File: src/rtl/pc_pkg.sv
// Shared types and constants for the PC/fetch front end.
package pc_pkg;

    localparam int unsigned PC_INCR = 4;
    localparam int unsigned CNT_W   = 16;

    // Next-PC source; the numeric order doubles as redirect priority.
    typedef enum logic [1:0] {
        PC_SEQ    = 2'b00,
        PC_BRANCH = 2'b01,
        PC_JUMP   = 2'b10,
        PC_TRAP   = 2'b11
    } pc_sel_t;

    typedef enum logic [1:0] {
        BOOT  = 2'b00,
        ISSUE = 2'b01,
        HOLD  = 2'b10
    } fetch_state_t;

    // True when redirect a may displace redirect b (equal or higher priority).
    function automatic logic prio_ge(input pc_sel_t a, input pc_sel_t b);
        return a >= b;
    endfunction

endpackage

File: src/rtl/mux4.sv
// Generic four-input one-hot-free multiplexer.
module mux4 #(
    parameter int unsigned W = 32
) (
    input  logic [1:0]   sel,
    input  logic [W-1:0] in0,
    input  logic [W-1:0] in1,
    input  logic [W-1:0] in2,
    input  logic [W-1:0] in3,
    output logic [W-1:0] dout_c
);

    // Select one of four candidates.
    always_comb begin
        dout_c = in0;
        case (sel)
            2'b01:   dout_c = in1;
            2'b10:   dout_c = in2;
            2'b11:   dout_c = in3;
            default: dout_c = in0;
        endcase
    end

endmodule

File: src/rtl/pc_fetch_stage.sv
// Program-counter register and fetch-request stage.
// Optional build macro PC_MISALIGN_TRAP_EN: a misaligned winning branch/jump
// target is turned into a trap and flagged on misalign; otherwise the low
// target bits are silently cleared and misalign stays 0.
module pc_fetch_stage
    import pc_pkg::*;
#(
    parameter int unsigned  N        = 32,
    parameter logic [N-1:0] RESET_PC = N'(32'h0000_0000),
    parameter logic [N-1:0] TRAP_VEC = N'(32'h0000_0100)
) (
    input  logic             clk,
    input  logic             rst_n,
    input  logic             stall,
    input  logic             branch_taken,
    input  logic [N-1:0]     branch_target,
    input  logic             jump,
    input  logic [N-1:0]     jump_target,
    input  logic             trap,
    output logic             imem_valid,
    input  logic             imem_ready,
    output logic [N-1:0]     imem_addr,
    output logic [1:0]       pc_sel,
    output logic [N-1:0]     pc,
    output logic [CNT_W-1:0] fetch_count,
    output logic             misalign
);

    localparam logic [N-1:0] ALIGN_MASK = ~N'(3);

    fetch_state_t     state_q, state_d;
    logic [N-1:0]     pc_q, pc_d;
    logic             valid_q, valid_d;
    logic [CNT_W-1:0] cnt_q, cnt_d;
    logic             pend_vld_q, pend_vld_d;
    pc_sel_t          pend_sel_q, pend_sel_d;
    logic [N-1:0]     pend_tgt_q, pend_tgt_d;

    pc_sel_t          win_sel;
    pc_sel_t          sel_c;
    logic             redir;
    logic             handshake;
    logic             capture;
    logic [N-1:0]     seq_pc;
    logic [N-1:0]     br_cand;
    logic [N-1:0]     jmp_cand;
    logic [N-1:0]     next_pc_c;
`ifdef PC_MISALIGN_TRAP_EN
    logic             mis_c;
    logic             misalign_q;
`endif

    // Priority pick among this cycle's redirect requests.
    always_comb begin
        win_sel = PC_SEQ;
        redir   = 1'b0;
`ifdef PC_MISALIGN_TRAP_EN
        mis_c   = 1'b0;
`endif
        if (trap) begin
            win_sel = PC_TRAP;
            redir   = 1'b1;
        end else if (jump) begin
            win_sel = PC_JUMP;
            redir   = 1'b1;
`ifdef PC_MISALIGN_TRAP_EN
            if (jump_target[1:0] != 2'b00) begin
                win_sel = PC_TRAP;
                mis_c   = 1'b1;
            end
`endif
        end else if (branch_taken) begin
            win_sel = PC_BRANCH;
            redir   = 1'b1;
`ifdef PC_MISALIGN_TRAP_EN
            if (branch_target[1:0] != 2'b00) begin
                win_sel = PC_TRAP;
                mis_c   = 1'b1;
            end
`endif
        end
    end

    // A live redirect wins; otherwise a latched redirect; otherwise sequential.
    assign sel_c     = redir ? win_sel : (pend_vld_q ? pend_sel_q : PC_SEQ);
    assign seq_pc    = pc_q + N'(PC_INCR);
    assign br_cand   = branch_taken ? (branch_target & ALIGN_MASK) : pend_tgt_q;
    assign jmp_cand  = jump ? (jump_target & ALIGN_MASK) : pend_tgt_q;
    assign handshake = valid_q && imem_ready;
    assign capture   = redir && (!pend_vld_q || prio_ge(win_sel, pend_sel_q));

    mux4 #(
        .W(N)
    ) u_next_pc_mux (
        .sel    (2'(sel_c)),
        .in0    (seq_pc),
        .in1    (br_cand),
        .in2    (jmp_cand),
        .in3    (TRAP_VEC),
        .dout_c (next_pc_c)
    );

    // Next-state, PC, request and pending-redirect update.
    always_comb begin
        state_d    = state_q;
        pc_d       = pc_q;
        valid_d    = valid_q;
        cnt_d      = cnt_q;
        pend_vld_d = pend_vld_q;
        pend_sel_d = pend_sel_q;
        pend_tgt_d = pend_tgt_q;

        case (state_q)
            BOOT: begin
                state_d = ISSUE;
                valid_d = 1'b1;
                if (capture) begin
                    pend_vld_d = 1'b1;
                    pend_sel_d = win_sel;
                    pend_tgt_d = next_pc_c;
                end
            end
            ISSUE: begin
                if (handshake) begin
                    pc_d       = next_pc_c;
                    cnt_d      = cnt_q + CNT_W'(1);
                    pend_vld_d = 1'b0;
                    if (stall) begin
                        state_d = HOLD;
                        valid_d = 1'b0;
                    end
                end else if (capture) begin
                    pend_vld_d = 1'b1;
                    pend_sel_d = win_sel;
                    pend_tgt_d = next_pc_c;
                end
            end
            HOLD: begin
                if (redir) begin
                    pc_d = next_pc_c;
                end
                if (!stall) begin
                    state_d = ISSUE;
                    valid_d = 1'b1;
                end
            end
            default: begin
                state_d = BOOT;
                valid_d = 1'b0;
            end
        endcase
    end

    // State and datapath registers.
    always_ff @(posedge clk or negedge rst_n) begin
        if (!rst_n) begin
            state_q    <= BOOT;
            pc_q       <= RESET_PC;
            valid_q    <= 1'b0;
            cnt_q      <= '0;
            pend_vld_q <= 1'b0;
            pend_sel_q <= PC_SEQ;
            pend_tgt_q <= '0;
        end else begin
            state_q    <= state_d;
            pc_q       <= pc_d;
            valid_q    <= valid_d;
            cnt_q      <= cnt_d;
            pend_vld_q <= pend_vld_d;
            pend_sel_q <= pend_sel_d;
            pend_tgt_q <= pend_tgt_d;
        end
    end

`ifdef PC_MISALIGN_TRAP_EN
    // One-cycle flag for a misaligned target converted into a trap.
    always_ff @(posedge clk or negedge rst_n) begin
        if (!rst_n) begin
            misalign_q <= 1'b0;
        end else begin
            misalign_q <= mis_c;
        end
    end
    assign misalign = misalign_q;
`else
    assign misalign = 1'b0;
`endif

    assign pc          = pc_q;
    assign imem_addr   = pc_q;
    assign imem_valid  = valid_q;
    assign fetch_count = cnt_q;
    assign pc_sel      = rst_n ? 2'(sel_c) : 2'(PC_SEQ);

endmodule

File: config.mk
export PLATFORM = sky130hd
export DESIGN_NAME = pc_fetch_stage
export DESIGN_NICKNAME = d
export VERILOG_FILES = /design/src/rtl/pc_pkg.sv /design/src/rtl/mux4.sv /design/src/rtl/pc_fetch_stage.sv
export SDC_FILE = /design/constraint.sdc
export NUM_CORES = 1
export LEC_CHECK = 0
export CAP_MARGIN = 40
export CORE_MARGIN = 2
export CORE_UTILIZATION = 69
export CTS_CLUSTER_SIZE = 24
export DETAILED_ROUTE_END_ITERATION = 10
export DONT_BUFFER_PORTS = 1
export PLACE_DENSITY_LB_ADDON = 0.08
export REMOVE_ABC_BUFFERS = 1
export SYNTH_ARGS = -nofsm -noshare
export SYNTH_HDL_FRONTEND = slang
export SYNTH_SLANG_ARGS = --single-unit
File: constraint.sdc
create_clock -name clk -period 6.1 [get_ports clk]
set_input_delay 1.22 -clock clk [delete_from_list [all_inputs] [get_ports clk]]
set_output_delay 1.22 -clock clk [all_outputs]
set_load 0.01 [all_outputs]
==> flow_summary.toml, run 1 <==
[outcome]
outcome = "finished clean"

[critical_path]
critPathSlowestCell = "nand2_1"
r2r.worst_path.cells = 6
start_kind = "input pin"
cp_cell_sequence = "nor2_1, nand2_1, and2_1"
critPathMaxFanout = 40
path_delay_family = "simple AND/OR/NAND/NOR gates"
crit_type = "in2out"
path_buf_inv = 0
cp.required_ns = 4.88
rr_startpoint = "imem_addr[2]$_DFFE_PN0P_"
cpPeakStageDelay_ns = 0.50
arrival_ns = 2.58
end_kind = "primary output"
cp.depth = 3
critPathLaunch = "jump"

[route]
drc = 0
routedWlPerCell_um = 20.2
antenna_left = 0
viasPerCell = 6.87
initialDrtViolationCount = 257
wirelength_mm = 12.7
vias = 4308
drtPass1Iterations = 5

[synthesis]
yosysWarnings = 0
yosysTopAreaCell = "dfrtp_1"
yosysSeqAreaShare_pct = 38.9
syn-instance-count = 571
async_flop_share_pct = 100
synth_cell_type_count = 64
avgSynthCellArea_um2 = 9.56
synthFlopType = "dfrtp_1"
ys_ff_latch = 85
yosysTopAreaCellShare_pct = 38.9
synthTopCellsByArea = "dfrtp_1 (39%), mux2i_1 (9.3%), mux2_2 (5.8%)"
synth_area_um2 = 5460
synth_edf_count = 0

[layout]
multi_input_area_um2 = 2850
areaGrowthSynthToFinish_pct = -0.206
final_common_cell = "dfrtp_1"
layout_common_cells = "dfrtp_1 (85), nand2_1 (56), mux2i_1 (51), o21ai_0 (43), mux2_2 (28)"
nFillCells = 580
layout.area.seq_um2 = 2130
drive_above_1_share_pct = 12.8
final-instance-count-excl-fill = 627
layout.nets = 595
diodes = 0

[power_and_ir_drop]
leakagePower_nw = 2.44
power_density_nw_per_um2 = 373
vdd_drop_max_v = 0.000185
total_power_mw = 2.03

[grt]
grt_overflow_total = 0
antenna_found_initial = 0
grt_max_degree = 88
grt_pass1_vias = 4123
grt_pass1_wl_mm = 20.4
grtUsageTotal_pct = 29.7

[floorplan]
rows = 32
ioPinCount = 155
die_area_um2 = 8640
core_area_um2 = 7690
die_x_um = 93.0
start_util_pct = 71.0
die_h_um = 93.0

[placement]
post-dp-hpwl_mm = 8.41
placed_cells = 611
portBuffers = 0
place_congestion = 0.825

[sta]
worst_pin_slew_ns = 0.809
slew_headroom_pct = 45.6
fin_setup_tns_ns = 0
rsz0062_at_grt = "false"
period_needed_ns = 3.80
finClkSkew_ns = 0.0114
hold_viol = 0
finalCritPeriodShare_pct = 62.2
setup_viol = 0
slew_viol_final = 0
fmax_mhz = 263

[hold_path]
hp-start = "pend_tgt_q[0]$_DFFE_PN0P_"
min_path_type = "reg2reg"
min_path_cells = 1

[clock_tree]
root_buffer = "clkbuf_8"
hold_buffers = 0
cts_tree = "yes"
cts.repair.resized = 0
cts_made_buffers = 9
clock_latency_ns = 0.36
htreeDepth = 3
clk_pin_slew_ns = 0.10
clock_sinks = 85
cts_buffer_depth = 2
post_cts_buffers = 0

[flow_run]
drv_cap = 0
sequential cells by signal, summed over array words and instances, names as in the netlist:
name / count
imem_addr: 32
pend_tgt_q: 32
fetch_count: 16
state_q: 1
pend_vld_q: 1
imem_valid: 1
pend_sel_q: 2
worst reg2reg max path: cells and delay by family, from the launching register on:
family / cells / cell delay, ns
AND/OR/NAND/NOR: 5 / 1.53
flip-flops: 1 / 0.57
adder cells (fa/ha/maj): 1 / 0.31
report_power, final:
| group | internal [mW] | switching (mW) |
|---|---|---|
| Clock | 0.237 | 0.227 |
| Combinational | 0.250 | 0.258 |
| Sequential | 0.730 | 0.328 |
| Total | 1.22 | 0.813 |
final timing paths:
| kind | end | slack, ns |
|---|---|---|
| worst max-delay path | pc_sel[1] | 2.30 |
| worst min-delay path | imem_addr[0]$_DFFE_PN0P_ | 0.50 |
| worst max register to register | imem_addr[26]$_DFFE_PN0P_ | 3.64 |
| worst min register to register | imem_addr[0]$_DFFE_PN0P_ | 0.50 |
| max in group asynchronous | imem_addr[9]$_DFFE_PN0P_ | 5.43 |
| min in group asynchronous | state_q[1]$_DFFE_PN0P_ | 0.54 |
metal layers:
layer / wire length [um] / track usage (%) / vias to the layer above
met4: 171 / 9.31 / 0
met2: 6260 / 48.9 / 167
met5: 0 / 0 / -
li1: - / - / 1969
met1: 5300 / 39.5 / 2151
met3: 926 / 6.02 / 21
kinds of logic after synthesis:
logic type               share of synthesized area [%]
other                                           0.0687
adder cells (fa/ha/maj)                           1.10
XOR/XNOR                                          3.37
buffers and inverters                             8.82
AO/OA/AOI/OAI                                     15.2
flip-flops                                        38.9
AND/OR/NAND/NOR                                   17.2
multiplexers                                      15.3
final cells by class:
cell class              instances  share of cell area, %
multi-input cells             408                   52.3
flip-flops and latches         85                   39.0
well taps                     102                   2.34
clock buffers                   9                   2.27
clock inverters                 7                   1.93
repair buffers                  7                   1.47
inverters                       9                  0.620
metrics by stage:
step,util (%),setup WS (ns),cell area [um2],hold WS [ns]
finish,70.9,2.30,5450,0.495
global route,70.9,2.25,5450,0.516
CTS,70.9,2.37,5450,0.496
detailed placement,67.9,2.39,5220,0.473
global placement,67.4,2.39,5180,0.469
floorplan,-,2.53,5010,0.454
cell usage after synthesis (2+ instances only):
library cell  number
nand4_2            2
and3b_1            2
clkbuf_8           2
ha_1               4
nand3_1           24
a22o_1             2
nand2_1           56
dfrtp_1           85
a311oi_1           2
a22oi_1            2
o211ai_1           6
xnor2_1           14
a41oi_1            3
nor2_1            23
and2_1             6
o221ai_1           5
a21oi_1           16
buf_4             38
xor2_1             7
mux2_2            28
nand4_1           14
mux2i_1           51
and4_2             2
nor4_1             3
o22ai_1           20
and3_1            13
and4_1             7
o21ai_2            2
and3_2             3
inv_1              9
nor3_1             3
nand3b_1           2
a31oi_1            8
o2bb2ai_1          4
nor2b_1            3
a21boi_0           3
nor3b_1            2
buf_2             14
o21a_1             2
clkbuf_1          12
o21ai_0           44
(Power assumes the default switching activity.)
==> run 2, diff against run 1 <==
Settings changed: ABC_AREA from default to 1, CORE_UTILIZATION 69 to 59.
Clock period 6.1 ns to 3.4 ns, I/O delays scaled along.
==> run 2 against run 1 <==
Against the previous run:
- worst hold slack worse by 0.29 ns
- critical path depth is 3 higher
- sequential power is 58% higher
- total power is 68% higher
- global-route usage is 0.12 points lower
- setup slack worse by 1.4 ns
- non-clock buffer count is 1 lower
- die area is 28% higher
- routed wire length is 24% higher
- clock skew is 0.0022 ns higher
- sequential share of layout area is 3.6 points lower
==> flow_summary.toml, run 2 <==
[synthesis]
syn-instance-count = 942
synthTopCellsByArea = "dfrtp_1 (35%), nand2_1 (26%), nand3_1 (7.3%)"
synth_xor_area_share_pct = 3.77
synth_cell_type_count = 33
synthFlopType = "dfrtp_1"
yosysTopAreaCell = "dfrtp_1"
async_flop_share_pct = 100
synth_edf_count = 0
synth_compound_area_share_pct = 6.88
synth_commonest_cells = "nand2_1 (416), inv_1 (89), nand3_1 (88)"
ys_ff_latch = 85
yosysTopAreaCellShare_pct = 35.2
yosysWarnings = 0
synth_area_um2 = 6040
synth_top_family_by_area = "simple AND/OR/NAND/NOR gates"
synth.area.mux_share_pct = 0
synth.most_common_cell = "nand2_1"
avgSynthCellArea_um2 = 6.41
synth-adder-area-share_pct = 0.829
yosys.area_share.simple_pct = 39.5
yosysSeqAreaShare_pct = 35.2

[placement]
portBuffers = 0
pre_cts_slack_ns = 0.828
post-dp-hpwl_mm = 10.3
place_congestion = 0.957

[sta]
fin_setup_tns_ns = 0
finalCritPeriodShare_pct = 73.1
hold_viol = 0
fin_ws_ns = 0.913
rsz0062_at_grt = "false"
worst_pin_slew_ns = 0.818
setup_viol = 0
fmax_mhz = 402
period_needed_ns = 2.49
slew_headroom_pct = 45.3
finClkSkew_ns = 0.0136
slew_viol_final = 0

[floorplan]
ioPinCount = 155
die_x_um = 105
rows = 36
die_h_um = 105
core_area_um2 = 9860
die_area_um2 = 11100
start_util_pct = 61.2

[route]
drc = 0
initialDrtViolationCount = 441
vias = 5564
routedWlPerCell_um = 15.3
viasPerCell = 5.43
drtPass1Iterations = 6
antenna_left = 0
wirelength_mm = 15.7

[grt]
grt_max_degree = 86
grt_overflow_total = 0
grt_pass1_vias = 5549
grt_pass1_wl_mm = 26.4
antenna_found_initial = 0
grtUsageTotal_pct = 29.6

[clock_tree]
cts_made_buffers = 9
clock_latency_ns = 0.38
cts_buffer_depth = 2
clk_pin_slew_ns = 0.10
htreeDepth = 3
cts.repair.resized = 0
post_cts_buffers = 0
clock_sinks = 85
cts_tree = "yes"
root_buffer = "clkbuf_8"

[layout]
layout.area.seq_um2 = 2130
nFillCells = 957
drive_above_1_share_pct = 4.26
postLayoutCoreUtil_pct = 60.9
areaGrowthSynthToFinish_pct = -0.415
multi_input_area_um2 = 3090
layout.nets = 962
diodes = 0
layout_common_cells = "nand2_1 (416), inv_1 (89), nand3_1 (88), dfrtp_1 (85), o21ai_0 (66)"
final_common_cell = "nand2_1"

[power_and_ir_drop]
power_density_nw_per_um2 = 569
total_power_mw = 3.42
leakagePower_nw = 3.05
vdd_drop_max_v = 0.000304

[outcome]
outcome = "finished clean"

[critical_path]
critPathSlowestCell = "o21ai_4"
cpPeakStageDelay_ns = 0.34
end_kind = "primary output"
cp_cell_sequence = "inv_2, nand2_4, nor2_4, nand2_4, o21ai_4, nor2_1"
arrival_ns = 1.81
path_buf_inv = 1
cp.required_ns = 2.72
worst_path_most_repeated_cell = "nand2_4"
crit_type = "in2out"
start_kind = "input pin"
path_delay_family = "simple AND/OR/NAND/NOR gates"
critPathMaxFanout = 59

[flow_run]
drv_cap = 0

[hold_path]
min_path_type = "in2async"
run 2: logic make-up (layout without fill, tap and decap cells):
logic type	count (synthesis)	after routing
xor+xnor	26	26
fa+ha+maj	4	4
compound gates	78	78
other cells	1	1
flops	85	85
buf+inv	166	115
simple gates	582	582
run 2: timing repair:
| action | in CTS | in global routing |
|---|---|---|
| hold buffers | 1 | 0 |
| setup endpoints to repair | 0 | 0 |
| endpoints found under the hold margin | 85 | 0 |
run 2: report_power, final:
group	total, mW	switching (mW)	internal, mW	leakage, nW
sequential	1.67	0.410	1.26	1.13
clock	0.821	0.391	0.429	0.105
combinational	0.928	0.620	0.308	1.81
total	3.42	1.42	2.00	3.05
run 2: per-stage QoR:
stage               area (um2)  cells  hold WS (ns)
floorplan                 5560    870         0.384
global placement          5770   1008         0.387
detailed placement        5770   1008         0.386
CTS                       6010   1024         0.225
global route              6010   1024         0.223
finish                    6010   1024         0.201
run 2: layout make-up:
class                   count  share of cell area [%]
clock buffers              11                    2.35
flip-flops and latches     85                    35.4
well taps                 133                    2.77
inverters                  94                    5.87
multi-input cells         691                    51.3
repair buffers              6                    1.08
clock inverters             4                    1.21
run 2: worst paths after layout:
path                                               to  slack [ns]                        from  depth (start not counted)
max reg2reg                pend_tgt_q[14]$_DFFE_PN0P_        1.33    imem_addr[3]$_DFFE_PN0P_                          9
max in group asynchronous   imem_addr[14]$_DFFE_PN0P_        2.84                       rst_n                          1
max                                         pc_sel[0]        0.91                        jump                          6
min in group clk               imem_valid$_DFFE_PN0P_        0.40                       stall                          1
min reg2reg                pend_tgt_q[18]$_DFFE_PN0P_        0.48  pend_tgt_q[18]$_DFFE_PN0P_                          2
min                         imem_addr[26]$_DFFE_PN0P_        0.20                       rst_n                          1
run 2: per-layer routing:
layer | vias up | wire length, um | GRT usage [%]
met5 | - | 0 | 0
met4 | 0 | 363 | 9.62
met3 | 22 | 1210 | 7.80
met2 | 188 | 7360 | 49.4
met1 | 2590 | 6730 | 37.2
li1 | 2764 | - | -
==> run 3, diff against run 2 <==
Settings changed: CORE_UTILIZATION 59 to 65.
Clock period 3.4 ns to 2.56 ns, I/O delays scaled along.
==> run 3 against run 2 <==
Against the previous run:
- via count grew 0.18%
- setup slack lost 0.64 ns
- clock power grew 24%
==> flow_summary.toml, run 3 (synthesized netlist as in run 2, its figures left out) <==
[layout]
layout.nets = 967
final-instance-count-excl-fill = 1008
final_common_cell = "nand2_1"
nFillCells = 837
diodes = 0
postLayoutCellArea_um2 = 6010
layout_common_cells = "nand2_1 (416), inv_1 (89), nand3_1 (88), dfrtp_1 (85), o21ai_0 (66)"
postLayoutCoreUtil_pct = 66.0
areaGrowthSynthToFinish_pct = -0.373
drive_above_1_share_pct = 5.02

[sta]
slew_headroom_pct = 39.7
finalCritPeriodShare_pct = 89.3
fin_setup_tns_ns = 0
fin_ws_ns = 0.274
period_needed_ns = 2.29
finClkSkew_ns = 0.0138
worst_pin_slew_ns = 0.900
fmax_mhz = 437
hold_viol = 0
rsz0062_at_grt = "false"
slew_viol_final = 0
finalHoldWorstSlack_ns = 0.0182
setup_viol = 0

[critical_path]
critPathLaunch = "pend_sel_q[0]$_DFFE_PN0P_"
path_buf_inv = 0
crit_type = "reg2out"
r2r_end = "imem_addr[22]$_DFFE_PN0P_"
rrSetupSlack_ns = 0.48
cp.depth = 4
cp-endpoint = "pc_sel[0]"
arrival_ns = 1.77
path_delay_family = "simple AND/OR/NAND/NOR gates"
critPathMaxFanout = 31
start_kind = "flip-flop"
critPathSlowestCell = "dfrtp_1"
rr_startpoint = "imem_addr[3]$_DFFE_PN0P_"
cp_cell_sequence = "nand2_1, nand2_4, o21ai_4, nor2_1"
cpPeakStageDelay_ns = 0.39
cp.required_ns = 2.05
r2r.worst_path.cells = 12
end_kind = "primary output"

[route]
drtPass1Iterations = 5
vias = 5574
antenna_left = 0
routedWlPerCell_um = 15.2
drc = 0
initialDrtViolationCount = 324
viasPerCell = 5.53
wirelength_mm = 15.3

[power_and_ir_drop]
pwr-share-seq_pct = 49.3
power_switching_mw = 1.91
total_power_mw = 4.50
combPwrFrac_pct = 28.0
switching_share_pct = 42.4
power_density_nw_per_um2 = 748
p_int_mw = 2.59
clockPowerShare_pct = 22.7
leakagePower_nw = 3.07
vdd_drop_max_v = 0.000567

[clock_tree]
cts_buffer_depth = 2
cts_made_buffers = 9
root_buffer = "clkbuf_8"
clk_pin_slew_ns = 0.10
clock_sinks = 85
cts_tree = "yes"
cts.repair.resized = 0
htreeDepth = 3
clock_latency_ns = 0.37

[floorplan]
die_x_um = 100
start_util_pct = 66.3
rows = 35
die_h_um = 100
core_area_um2 = 9110
die_area_um2 = 10100
ioPinCount = 155

[placement]
post-dp-hpwl_mm = 10.7
place_congestion = 0.935
placed_cells = 991
pre_cts_slack_ns = 0.334
placed_area_um2 = 5780
portBuffers = 0

[grt]
grt_overflow_total = 0
grt_max_degree = 86
grtUsageTotal_pct = 31.7
antenna_found_initial = 0
grt_pass1_vias = 5506
grt_pass1_wl_mm = 25.5

[flow_run]
drv_cap = 0

[outcome]
outcome = "finished clean"

[hold_path]
min_path_type = "in2async"
## run 3: changes by cell type in the layout (fill, tap and decap cells not counted)
cell	change
inv_6	+2
clkbuf_1	-1
buf_4	+5
clkinv_4	+1
bufinv_16	-1
## run 3: final cells by class
cell class	count	area, um2	area share [%]
Tap cell	111	139	2.31
Inverter	94	353	5.87
Sequential cell	85	2130	35.4
Clock inverter	6	68.8	1.14
Multi-Input combinational cell	691	3090	51.3
Timing Repair Buffer	11	103	1.71
Clock buffer	10	138	2.29
## run 3: worst min-delay path by stage
stage	startpoint	endpoint	slack (ns)
after CTS	rst_n	pend_tgt_q[3]$_DFFE_PN0P_	0.06
after global placement	rst_n	imem_addr[3]$_DFFE_PN0P_	0.22
after global routing	rst_n	imem_addr[3]$_DFFE_PN0P_	0.05
final	rst_n	pend_tgt_q[3]$_DFFE_PN0P_	0.02
after floorplan	rst_n	fetch_count[0]$_DFFE_PN0P_	0.22
after detailed placement	rst_n	imem_addr[3]$_DFFE_PN0P_	0.22
## run 3: power groups by stage
stage	clock network (mW)	registers (mW)	logic, mW
floorplan	0	2.12	0.901
global placement	0	2.22	1.15
detailed placement	0	2.24	1.22
CTS	1.02	2.21	1.26
global route	1.06	2.27	1.45
finish	1.02	2.22	1.26
## run 3: layer usage
layer | vias up | GRT usage (%) | part of all wire, %
met5 | - | 0 | 0
met3 | 32 | 6.75 | 7.9
met1 | 2542 | 39.3 | 42
met4 | 0 | 12.4 | 2.3
met2 | 222 | 54.2 | 48
li1 | 2778 | - | -
## run 3: repair_timing
action | in CTS | in global routing
hold buffers | 1 | 0
hold endpoints to repair | 85 | 0
endpoints found under the setup margin | 0 | 0
buffers inserted | 0 | 0
